==> config.mk <==
export PLATFORM = sky130hd
export DESIGN_NAME = cache_miss_handler
export DESIGN_NICKNAME = d
export VERILOG_FILES = /design/src/rtl/cache_miss_handler.sv
export SDC_FILE = /design/constraint.sdc
export NUM_CORES = 1
export LEC_CHECK = 0
export BUFFER_PORTS_ARGS = -buffer_cell sky130_fd_sc_hd__buf_2
export CAP_MARGIN = 10
export CORE_UTILIZATION = 45
export CTS_CLUSTER_DIAMETER = 150
export CTS_CLUSTER_SIZE = 24
export DETAILED_ROUTE_END_ITERATION = 12
export PLACE_DENSITY = 0.79
export SLEW_MARGIN = 20
export SYNTH_ARGS = -nofsm -noshare
export SYNTH_HDL_FRONTEND = slang
export SYNTH_SLANG_ARGS = --single-unit
==> constraint.sdc <==
create_clock -name clk_i -period 2.1 [get_ports clk_i]
set_clock_uncertainty 0.15 [all_clocks]
set_input_delay 0.105 -clock clk_i [delete_from_list [all_inputs] [get_ports clk_i]]
set_output_delay 0.105 -clock clk_i [all_outputs]
set_load 0.005 [all_outputs]
==> src/rtl/cache_miss_handler.sv <==
// rtl/cache_miss_handler.sv - cache miss/refill controller driving LRU updates; optional counters under MISS_HANDLER_STATS_EN
module cache_miss_handler #(
    parameter int NUM_WAYS_LOG2 = 2,
    parameter int INDEX_WIDTH   = 12,
    parameter int TAG_WIDTH     = 16
) (
    input  logic                             clk_i,
    input  logic                             rst_ni,
    input  logic                             miss_valid_i,
    output logic                             miss_ready_o,
    input  logic [INDEX_WIDTH-1:0]           miss_index_i,
    input  logic [TAG_WIDTH-1:0]             miss_tag_i,
    input  logic                             hit_i,
    input  logic [INDEX_WIDTH-1:0]           hit_index_i,
    input  logic [NUM_WAYS_LOG2-1:0]         hit_way_i,
    output logic [INDEX_WIDTH-1:0]           lru_index_o,
    output logic                             lru_write_en_o,
    output logic [NUM_WAYS_LOG2-1:0]         lru_set_o,
    input  logic [NUM_WAYS_LOG2-1:0]         lru_victim_i,
    output logic [NUM_WAYS_LOG2-1:0]         tag_rd_way_o,
    input  logic                             victim_valid_i,
    input  logic                             victim_dirty_i,
    input  logic [TAG_WIDTH-1:0]             victim_tag_i,
    output logic                             mem_req_o,
    output logic                             mem_we_o,
    output logic [TAG_WIDTH+INDEX_WIDTH-1:0] mem_addr_o,
    input  logic                             mem_ack_i,
    output logic                             tag_we_o,
    output logic [TAG_WIDTH-1:0]             tag_o,
    output logic                             fill_done_o,
    output logic [NUM_WAYS_LOG2-1:0]         fill_way_o
`ifdef MISS_HANDLER_STATS_EN
    ,
    output logic [15:0]                      miss_count_o,
    output logic [15:0]                      wb_count_o
`endif
);

    typedef enum logic [2:0] {
        S_IDLE, S_LRU_RD, S_TAG_RD, S_WB, S_FILL, S_UPDATE, S_DONE
    } state_e;

    state_e                     state_q, state_d;
    logic [INDEX_WIDTH-1:0]     index_q, index_d;
    logic [TAG_WIDTH-1:0]       tag_q, tag_d;
    logic [NUM_WAYS_LOG2-1:0]   victim_q, victim_d;
    logic [TAG_WIDTH-1:0]       victim_tag_q, victim_tag_d;
    logic                       miss_accept;

    always_ff @(posedge clk_i or negedge rst_ni) begin
        if (!rst_ni) begin
            state_q      <= S_IDLE;
            index_q      <= '0;
            tag_q        <= '0;
            victim_q     <= '0;
            victim_tag_q <= '0;
        end else begin
            state_q      <= state_d;
            index_q      <= index_d;
            tag_q        <= tag_d;
            victim_q     <= victim_d;
            victim_tag_q <= victim_tag_d;
        end
    end

    always_comb begin
        state_d        = state_q;
        index_d        = index_q;
        tag_d          = tag_q;
        victim_d       = victim_q;
        victim_tag_d   = victim_tag_q;
        miss_accept    = 1'b0;
        miss_ready_o   = 1'b0;
        lru_index_o    = '0;
        lru_write_en_o = 1'b0;
        lru_set_o      = '0;
        tag_rd_way_o   = '0;
        mem_req_o      = 1'b0;
        mem_we_o       = 1'b0;
        mem_addr_o     = '0;
        tag_we_o       = 1'b0;
        tag_o          = '0;
        fill_done_o    = 1'b0;
        fill_way_o     = '0;
        case (state_q)
            S_IDLE: begin
                miss_ready_o = !hit_i;
                if (hit_i) begin
                    lru_index_o    = hit_index_i;
                    lru_set_o      = hit_way_i;
                    lru_write_en_o = 1'b1;
                end else if (miss_valid_i) begin
                    // Present the index in the accept cycle so the LRU victim is ready during LRU_RD
                    lru_index_o = miss_index_i;
                    miss_accept = 1'b1;
                    index_d     = miss_index_i;
                    tag_d       = miss_tag_i;
                    state_d     = S_LRU_RD;
                end
            end
            S_LRU_RD: begin
                lru_index_o = index_q;
                victim_d    = lru_victim_i;
                state_d     = S_TAG_RD;
            end
            S_TAG_RD: begin
                lru_index_o  = index_q;
                tag_rd_way_o = victim_q;
                victim_tag_d = victim_tag_i;
                state_d      = (victim_valid_i && victim_dirty_i) ? S_WB : S_FILL;
            end
            S_WB: begin
                lru_index_o = index_q;
                mem_req_o   = 1'b1;
                mem_we_o    = 1'b1;
                mem_addr_o  = {victim_tag_q, index_q};
                if (mem_ack_i) state_d = S_FILL;
            end
            S_FILL: begin
                lru_index_o = index_q;
                mem_req_o   = 1'b1;
                mem_addr_o  = {tag_q, index_q};
                if (mem_ack_i) state_d = S_UPDATE;
            end
            S_UPDATE: begin
                tag_we_o       = 1'b1;
                tag_o          = tag_q;
                tag_rd_way_o   = victim_q;
                lru_write_en_o = 1'b1;
                lru_set_o      = victim_q;
                lru_index_o    = index_q;
                state_d        = S_DONE;
            end
            S_DONE: begin
                lru_index_o = index_q;
                fill_done_o = 1'b1;
                fill_way_o  = victim_q;
                state_d     = S_IDLE;
            end
            default: state_d = S_IDLE;
        endcase
    end

`ifdef MISS_HANDLER_STATS_EN
    logic [15:0] miss_count_q, wb_count_q;

    always_ff @(posedge clk_i or negedge rst_ni) begin
        if (!rst_ni) begin
            miss_count_q <= '0;
            wb_count_q   <= '0;
        end else begin
            if (miss_accept && miss_count_q != 16'hFFFF) miss_count_q <= miss_count_q + 16'd1;
            if (state_q == S_TAG_RD && state_d == S_WB && wb_count_q != 16'hFFFF)
                wb_count_q <= wb_count_q + 16'd1;
        end
    end

    assign miss_count_o = miss_count_q;
    assign wb_count_o   = wb_count_q;
`endif

endmodule
==> flow_metrics.tcl <==
set metrics [dict create \
    status "completed" \
    cts_tree "done" \
    antenna_cells 0 \
    die_w_um 78.3 \
    hold_class "in2reg" \
    areaGrowthSynthToFinish_pct 48.8 \
    rows 27 \
    synth-seq-area-share 0.468 \
    cap_violations 0 \
    drtIter0Drc 50 \
    vdd.ir_drop.worst_mv 0.720 \
    grt-ovfl-total 0 \
    routed_wl_um 7320 \
    hpwl_um 4770 \
    finalSetupViolCount 0 \
    layout.area.seq_sq_um 1230 \
    die_h_um 78.3 \
    gp_congestion 0.782 \
    die_area_sq_um 6130 \
    period_share 0.966 \
    portBuffers 134 \
    clk_pin_slew_worst_paths_ns 0.09 \
    yosys_warnings 0 \
    endpoint_kind "flop" \
    start_kind "flop" \
    synth_top_area_frac 0.468 \
    core_area_sq_um 5570 \
    vias 2432 \
    clkLatencyLatePin_ns 0.29 \
    tightest_slew_ns 0.562 \
    fillers 415 \
    worst_slack_ns 0.0708 \
    first_pass_iters 4 \
    via_per_inst 5.30 \
    grt_pass1_wl_um 11500 \
    maxSlewHeadroom 0.625 \
    cts_buffers 5 \
    grt_usage 0.241 \
    syn_area_sq_um 2620 \
    antenna_found_initial 0 \
    p_leak_nw 2.12 \
    synth_flop_cell "dfrtp_1" \
    cp.arrival_ns 2.11 \
    initial_core_util 0.470 \
    synth_area_per_cell_sq_um 12.3 \
    fin_crit_ns 2.03 \
    worstPathMaxFanout 14 \
    synth.area.top_cells "dfrtp_1 47%, mux2_2 8.2%, and2_1 7.4%" \
    hold_viol 0 \
    yosysMostFrequentCell "dfrtp_1" \
    synth_common_cells "49 x dfrtp_1, 31 x and2_1, 19 x mux2_2, 18 x a22o_1" \
    timing.hold.ws_ns 0.0239 \
    multi_input_area_sq_um 1270 \
    syn_nets 280 \
    nets 453 \
    synth_edf_count 0 \
    critical_path_class "reg2reg" \
    first_global_vias 2437 \
    cts_sinks 49 \
    drc 0 \
    dp_slack_ns 0.0709 \
    drive_gt1_frac 0.491 \
    ys_ff_latch 49 \
    synth_largest_area_cell "dfrtp_1" \
    powerDensity_nw_per_um2 1280 \
    worst_ep_required_time_ns 2.18 \
    wl_per_cell_um 15.9 \
    fmax_mhz 493 \
    io_pins 135 \
    htreeDepth 2 \
    finalPower_mw 4.99 \
    synth-async-reset-ratio 1.00 \
    cts_buffer_depth 2 \
    ys_types 30 \
    root_buffer "clkbuf_8" \
    ant_nets 0 \
    syn_inst 213 \
    grt_max_degree 26 \
    finalMaxSlewViolations 0 \
]
-- power breakdown --
| group | switching (mW) | total, mW | internal (mW) | leakage (nW) |
|---|---|---|---|---|
| sequential | 0.395 | 1.82 | 1.42 | 0.588 |
| clock | 0.312 | 0.791 | 0.479 | 0.0687 |
| combinational | 0.994 | 2.39 | 1.39 | 1.46 |
-- per-layer routing --
| metal | routed length, um | up-vias | track usage | part of all wire |
|---|---|---|---|---|
| met5 | 0 | - | 0 | 0 |
| met4 | 101 | 0 | 0.0648 | 0.014 |
| met3 | 472 | 10 | 0.0488 | 0.064 |
| met2 | 3740 | 117 | 0.461 | 0.51 |
| met1 | 3000 | 1176 | 0.269 | 0.41 |
| li1 | - | 1129 | - | - |
-- path summary, 6_finish.rpt --
| check | from | to | slack, ns | cells after the start |
|---|---|---|---|---|
| setup reg to reg | state_q[2]$_DFFE_PN0P_ | state_q[1]$_DFFE_PN0P_ | 0.07 | 5 |
| hold reg to reg | victim_tag_q[11]$_DFFE_PN0P_ | victim_tag_q[11]$_DFFE_PN0P_ | 0.35 | 1 |
| hold / removal | miss_index_i[8] | index_q[8]$_DFFE_PN0P_ | 0.02 | 3 |
| min in group asynchronous | rst_ni | index_q[3]$_DFFE_PN0P_ | 0.21 | 2 |
| setup / recovery | state_q[2]$_DFFE_PN0P_ | state_q[1]$_DFFE_PN0P_ | 0.07 | 5 |
| max in group asynchronous | rst_ni | state_q[0]$_DFFE_PN0P_ | 1.05 | 3 |
-- placed cells by master, fill, tap and decap left out, types with 5 or more instances in the layout --
| cell type | instances |
|---|---|
| buf_2 | 134 |
| dfrtp_1 | 47 |
| dlygate4sd3_1 | 41 |
| and2_1 | 30 |
| mux2_2 | 19 |
| a22o_1 | 18 |
| and3_1 | 13 |
| a221o_1 | 13 |
| a21o_1 | 12 |
| mux2_4 | 9 |
| buf_4 | 7 |
| mux2_1 | 6 |
| clkbuf_8 | 5 |
-- cell families (layout without fill, tap and decap cells) --
kind of cell / count (synthesis) / in the layout / share of synthesized area
multiplexers: 35 / 35 / 0.163
AO/OA/AOI/OAI: 48 / 48 / 0.158
AND/OR/NAND/NOR: 62 / 62 / 0.157
buffers and inverters: 19 / 193 / 0.0554
flip-flops: 49 / 49 / 0.468
-- flip-flops by register name, indices dropped and copies added, names as in the netlist --
register,flops
victim_tag_q,16
tag_q,16
index_q,12
state_q,3
victim_q,2
-- layout make-up --
type / count / share of cell area
Multi-Input combinational cell: 145 / 0.325
Sequential cell: 49 / 0.315
Timing Repair Buffer: 185 / 0.302
Tap cell: 72 / 0.0231
Clock buffer: 5 / 0.0176
Clock inverter: 3 / 0.0176
-- timing repair --
item | 4_1_cts | 5_1_grt
endpoints found under the setup margin | 16 | 13
hold endpoints to repair | 63 | 0
cloned | 0 | 0
setup buffers | 0 | 1
gates resized for setup | 7 | 3
pin swaps | 0 | 1
hold buffers | 41 | 0
-- through the flow --
stage,utilization,instances,setup TNS [ns],cell area (sq um)
after floorplan,-,213,0,2620
after global placement,0.595,409,0,3320
after detailed placement,0.595,409,0,3320
after CTS,0.697,458,0,3880
after global routing,0.700,459,-0.00829,3900
final,0.700,459,0,3900
-- critical path, cell delays in order (launching register included) --
cell,delay (ns)
dfrtp_1,0.45
buf_4,0.19
nor3b_2,0.23
buf_6,0.22
a32o_1,0.17
dlygate4sd3_1,0.55
No activity file was read; power rests on OpenSTA's default activity.
